[config.mk]
export PLATFORM = sky130hd
export DESIGN_NAME = mem_responder
export DESIGN_NICKNAME = d
export VERILOG_FILES = /design/src/rtl/mem_responder_pkg.sv /design/src/rtl/mem_responder_array.sv /design/src/rtl/mem_responder.sv
export SDC_FILE = /design/constraint.sdc
export NUM_CORES = 2
export LEC_CHECK = 0
export CORE_MARGIN = 5
export CORE_UTILIZATION = 35
export CTS_BUF_LIST = sky130_fd_sc_hd__clkbuf_2
export CTS_CLUSTER_DIAMETER = 80
export CTS_CLUSTER_SIZE = 30
export DETAILED_ROUTE_END_ITERATION = 10
export MAX_ROUTING_LAYER = met4
export PLACE_DENSITY = 0.53
export RECOVER_POWER = 100
export SLEW_MARGIN = 5
export SYNTH_ARGS = -nofsm -noshare
export SYNTH_HDL_FRONTEND = slang
export SYNTH_SLANG_ARGS = --single-unit
[constraint.sdc]
create_clock -name clk -period 6.6 [get_ports clk]
set_clock_uncertainty 0.05 [all_clocks]
set_input_delay 1.32 -clock clk [delete_from_list [all_inputs] [get_ports clk]]
set_output_delay 1.32 -clock clk [all_outputs]
set_load 0.05 [all_outputs]
[src/rtl/mem_responder_pkg.sv]
// Shared definitions for the memory responder: FSM encodings, counter width and fault causes.
// Honours MEM_ALIGN_ERR_EN: when defined, odd byte addresses are reported as faults.
package mem_defs;

  typedef enum logic [1:0] {
    IDLE = 2'd0,
    BUSY = 2'd1,
    RESP = 2'd2
  } memStateT;

  localparam int CNT_W = 4;

  localparam logic [1:0] FAULT_NONE  = 2'd0;
  localparam logic [1:0] FAULT_RANGE = 2'd1;
  localparam logic [1:0] FAULT_ALIGN = 2'd2;

  // Range beats alignment when both apply; either one suppresses the access.
  function automatic logic [1:0] faultCause(input logic [15:0] a, input int unsigned depth);
    faultCause = FAULT_NONE;
`ifdef MEM_ALIGN_ERR_EN
    if (a[0]) faultCause = FAULT_ALIGN;
`else
    faultCause = FAULT_NONE;
`endif
    if (32'(a[15:1]) >= depth) faultCause = FAULT_RANGE;
  endfunction

endpackage

[src/rtl/mem_responder_array.sv]
// DEPTH x 16 word storage: synchronous write, combinational read, no reset.
module mem_array #(
  parameter int DEPTH = 256,
  parameter int AW    = 8
) (
  input  logic          clk,
  input  logic          we,
  input  logic [AW-1:0] idx,
  input  logic [15:0]   wdata,
  output logic [15:0]   rdata
);

  logic [15:0] mem [DEPTH];

  always_ff @(posedge clk) begin
    if (we) mem[idx] <= wdata;
  end

  assign rdata = mem[idx];

endmodule

[src/rtl/mem_responder.sv]
// Fixed-latency data-memory responder for the pipeline memory stage (stall/done protocol).
// Build option MEM_ALIGN_ERR_EN (see mem_defs) turns odd addresses into faults.
module mem_responder
  import mem_defs::*;
#(
  parameter int DEPTH   = 256,
  parameter int LATENCY = 4
) (
  input  logic        clk,
  input  logic        rst,
  input  logic        req_en,
  input  logic        req_wr,
  input  logic [15:0] addr,
  input  logic [15:0] wdata,
  output logic [15:0] rdata,
  output logic        stall,
  output logic        done,
  output logic        err,
  output logic [1:0]  dbgState
);

  localparam int AW = (DEPTH > 1) ? $clog2(DEPTH) : 1;

  memStateT         state, stateNext;
  logic [CNT_W-1:0] cnt;
  logic             latWr;
  logic [15:0]      latAddr, latWdata;
  logic             accWr;
  logic [15:0]      accAddr, accWdata;
  logic             accFault, enterResp, memWe;
  logic [15:0]      memRd;

  // Handshake: req_en is the request valid and stall is its inverted ready. A request is taken
  // on the edge where state==IDLE and req_en=1; the initiator then holds it until done pulses.

  // With LATENCY==1 the RESP edge follows the accept edge directly, so use the live inputs.
  always_comb begin
    accWr    = latWr;
    accAddr  = latAddr;
    accWdata = latWdata;
    if (state == IDLE) begin
      accWr    = req_wr;
      accAddr  = addr;
      accWdata = wdata;
    end
  end

  assign accFault = (faultCause(accAddr, $unsigned(DEPTH)) != FAULT_NONE);

  always_comb begin
    stateNext = state;
    stall     = 1'b0;
    done      = 1'b0;
    err       = 1'b0;
    case (state)
      IDLE: begin
        stall = req_en;
        if (req_en) stateNext = (LATENCY == 1) ? RESP : BUSY;
      end
      BUSY: begin
        stall = 1'b1;
        if (cnt == CNT_W'(1)) stateNext = RESP;
      end
      RESP: begin
        done      = 1'b1;
        err       = (faultCause(latAddr, $unsigned(DEPTH)) != FAULT_NONE);
        stateNext = IDLE;
      end
      default: stateNext = IDLE;
    endcase
  end

  assign enterResp = (stateNext == RESP) && (state != RESP);
  // The array has no reset, so hold its write port shut while rst is high.
  assign memWe     = enterResp && accWr && !accFault && !rst;
  assign dbgState  = state;

  always_ff @(posedge clk or posedge rst) begin
    if (rst) state <= IDLE;
    else     state <= stateNext;
  end

  always_ff @(posedge clk or posedge rst) begin
    if (rst) begin
      cnt      <= '0;
      latWr    <= 1'b0;
      latAddr  <= '0;
      latWdata <= '0;
      rdata    <= '0;
    end else begin
      if (state == IDLE && req_en) begin
        latWr    <= req_wr;
        latAddr  <= addr;
        latWdata <= wdata;
        cnt      <= CNT_W'(LATENCY - 1);
      end else if (state == BUSY) begin
        cnt <= cnt - CNT_W'(1);
      end
      if (enterResp && !accWr) rdata <= accFault ? 16'h0000 : memRd;
    end
  end

  mem_array #(.DEPTH(DEPTH), .AW(AW)) uArray (
    .clk   (clk),
    .we    (memWe),
    .idx   (accAddr[AW:1]),
    .wdata (accWdata),
    .rdata (memRd)
  );

endmodule
==> reports/qor.yml <==
run_status:
  status: "finished, violations left"
  violations: "max-capacitance violations, max-slew violations"
timing:
  clock.fmax_mhz: 164.0
  finalCritPeriodShare_pct: 92.39
  worst_slew_pin_slew_ns: 3.597
  finalHoldViolCount: 0
  max_slew_margin_pct: -139.8
  rsz0062_at_grt: "false"
  layout_min_cycle_time_ns: 6.098
  finalSetupViolations: 0
  final_max_slew_viol_count: 2393
  fin_setup_tns_ns: 0
cells_and_area:
  finalNonFillerCells: 14890
  fillCellCount: 39440
  num-nets-final: 9058
  design_area_um2: 163600
  layout-drive-gt1-share_pct: 9.340
  syn_to_final_growth_pct: 8.467
place:
  dp_cells: 14520
  dp_hpwl_mm: 276.6
  routabilityCongestion: 0.8766
  postPlaceCellArea_um2: 162200
  portBuffers: 55
logic_synthesis:
  synth_compound_area_share_pct: 13.93
  syn_nets: 8765
  synth_seq_cells: 4150
  synthAdderAreaFrac_pct: 0.01659
  netlist_area_um2: 150800
  ys.flop_type: "edfxtp_1"
  synth_top_family_by_area: "compound AO/OA/AOI/OAI gates"
  synth_simple_gate_area_share_pct: 1.358
  synth-xor-area-share_pct: 0
  syn_inst: 8727
  yosysSeqAreaShare_pct: 82.43
  synth.avg_cell_area_um2: 17.29
  ys_warn_count: 0
  ys_types: 49
  async_reset_ff_share_pct: 1.301
  synth-edff-count: 4096
  muxShareOfSynthArea_pct: 0.2530
cts:
  clkLatencyLatePin_ns: 2.13
  cts.sinks: 4150
  tritoncts: "built"
  clockBufferDepth: 4
  cts-root-buf: "clkbuf_2"
  numCtsBuffers: 177
  cts.clk_slew.worst_paths_ns: 0.51
  cts_setup_buffers: 0
  cts-htree-levels: 4
worst_setup_path:
  cp.required_ns: 8.36
  path_delay_family: "buffers and inverters"
  r2r_start: "dbgState[1]$_DFF_PP0_"
  critPathLaunchType: "flip-flop"
  r2r_slack_ns: 0.50
  cp-startpoint: "dbgState[1]$_DFF_PP0_"
  end_kind: "flip-flop"
  crit_path_frequent_cell: "clkbuf_1"
  r2r_cells: 9
  cp.arrival_ns: 7.86
  slowest_stage: "nand2_1"
  critical_path.endpoint: "uArray.mem[229][13]$_DFFE_PP_"
  path_depth: 9
  r2r-end: "uArray.mem[229][13]$_DFFE_PP_"
  worstPathMaxFanout: 43
  worst-path-buf-inv: 4
  crit_type: "reg -> reg"
  crit_chain: "nor2_4, buf_12, nand3_1, o21ai_4, clkbuf_1, nand2_1, clkbuf_1, nor2_1, clkbuf_2"
  max_stage_delay_ns: 1.22
pwr:
  ir_drop_v: 0.0004486
  intPower_mw: 42.93
  cellPowerDensity_nw_per_um2: 438.7
  seqPwrFrac_pct: 48.9
  combPwrFrac_pct: 38.2
  leakagePower_nw: 46.91
  switching_share_pct: 40.19
  switchingPower_mw: 28.85
  power.share.clock_pct: 12.8
die:
  rows: 241
  fp.dieH_um: 666.5
  dieArea_um2: 444200
  pin_count: 57
  chipWidth_um: 666.5
  coreArea_um2: 430300
  start_util_pct: 35.06
route:
  wire_per_inst_um: 31.52
  vias: 88260
  drc_errors: 0
  drtPass1Iterations: 6
  vias_per_cell: 5.927
  drt_iter0_drc: 11890
  routed_wl_mm: 469.3
  ant_nets: 0
grt:
  grt_pass1_vias: 84000
  track_usage_pct: 20.83
  grt_overflow: 0
  grt_max_degree: 189
  grt_pass1_wl_mm: 650.9
  grt_antenna_before_repair: 42
run:
  maxCapViolCount: 42
min_path:
  hp-class: "in -> reg"
[worst register-to-register path, cell delays in order (launching register included)]
cell,delay [ns]
dfrtp_1,0.63
nor2_4,0.53
buf_12,0.35
nand3_1,0.21
o21ai_4,0.44
clkbuf_1,1.12
nand2_1,1.23
clkbuf_1,0.63
nor2_1,0.20
clkbuf_2,0.49
[through the flow]
step	utilization [%]	hold WS, ns	setup WS (ns)	total power [mW]
6_report	38.03	0.2946	0.5022	71.78
5_1_grt	38.01	0.1032	0.3925	74.26
4_1_cts	38.26	0.05002	0.8602	71.78
2_1_floorplan	-	0.4300	0.6054	50.39
3_3_place_gp	37.70	0.4397	0.3021	62.31
3_5_place_dp	37.70	0.4461	0.2250	62.83
[cell type report]
cell class                      instances  area, um2  share of cell area (%)
Sequential cell                      4150     124300                   76.00
Multi-Input combinational cell       3933      23800                   14.54
Tap cell                             5710       7144                   4.366
Timing Repair Buffer                  749       6103                   3.730
Clock inverter                         79       1039                  0.6347
Clock buffer                          202       1011                  0.6179
Antenna cell                           58      145.1                 0.08870
Inverter                                9      35.03                 0.02141
[routing by layer]
metal  global-route usage, %  part of all wire [%]
met5                       -                     0
met4                   6.105                   3.3
met3                   3.118                   9.0
met2                   32.21                    47
met1                   28.73                    41
[synthesized netlist by cell type, types with 4 or more instances]
cell	instances	area, um2
nand2_1	100	375.4
buf_6	24	270.3
nand3_1	35	175.2
o21a_1	12	90.09
buf_4	20	150.1
nor3_1	4	20.02
and2_1	5	31.28
o31a_1	4	35.03
dfrtp_1	54	1351
buf_2	292	1461
o21ai_0	952	4765
edfxtp_1	4096	123000
inv_1	9	33.78
a22oi_1	129	968.4
or3_1	5	31.28
nor2_1	261	979.7
a21oi_1	66	330.3
nand4_1	12	75.07
nand2b_1	8	50.05
clkbuf_1	288	1081
buf_1	11	41.29
nor4_1	33	206.5
o22ai_1	1930	12070
o41ai_1	40	350.3
mux2_2	33	371.6
a41oi_1	236	2067
o21ai_1	36	180.2
[power by group through the flow]
| stage | Sequential, mW | Clock [mW] | Combinational, mW |
|---|---|---|---|
| 2_1_floorplan | 36.9 | 0 | 13.5 |
| 3_3_place_gp | 35.2 | 0 | 27.1 |
| 3_5_place_dp | 35.3 | 0 | 27.5 |
| 4_1_cts | 34.8 | 9.41 | 27.6 |
| 5_1_grt | 35.2 | 10.3 | 28.8 |
| 6_report | 35.1 | 9.20 | 27.5 |
[repair_timing]
action,in CTS,in global routing
endpoints found under the setup margin,0,0
endpoints found under the hold margin,123,0
gates resized for setup,0,0
hold buffers,35,0
[state kept, by name (all words and copies together) (netlist names)]
name        cells
uArray.mem   4096
latWdata       16
rdata          16
latAddr        15
cnt             4
dbgState        2
latWr           1
[cell usage in the layout, fill, tap and decap left out, types with 57 or more instances in the layout]
master,count
a21oi_1,66
clkbuf_1,190
o22ai_1,1930
a41oi_1,236
diode_2,58
a22oi_1,129
nor2_1,222
buf_12,88
o21ai_0,952
buf_4,325
nand2_1,97
clkbuf_2,255
edfxtp_1,4096
dlygate4sd3_1,57
[cell families after synthesis]
logic type,after synthesis
flops,4150
compound gates,3421
buf+inv,644
simple gates,476
mux,34
fa+ha+maj,2
[how the worst min path moves through the flow]
stage / cells after the start / endpoint / start / slack [ns]
final: 3 / latWdata[10]$_DFFE_PP0P_ / wdata[10] / 0.29
after global routing: 3 / latWdata[10]$_DFFE_PP0P_ / wdata[10] / 0.10
after CTS: 3 / latWdata[10]$_DFFE_PP0P_ / wdata[10] / 0.05
after detailed placement: 1 / latWdata[12]$_DFFE_PP0P_ / latWdata[12]$_DFFE_PP0P_ / 0.45
after global placement: 1 / latWdata[8]$_DFFE_PP0P_ / latWdata[8]$_DFFE_PP0P_ / 0.44
after floorplan: 1 / latWr$_DFFE_PP0P_ / latWr$_DFFE_PP0P_ / 0.43
Note: power is estimated with default switching activity, not from simulation.
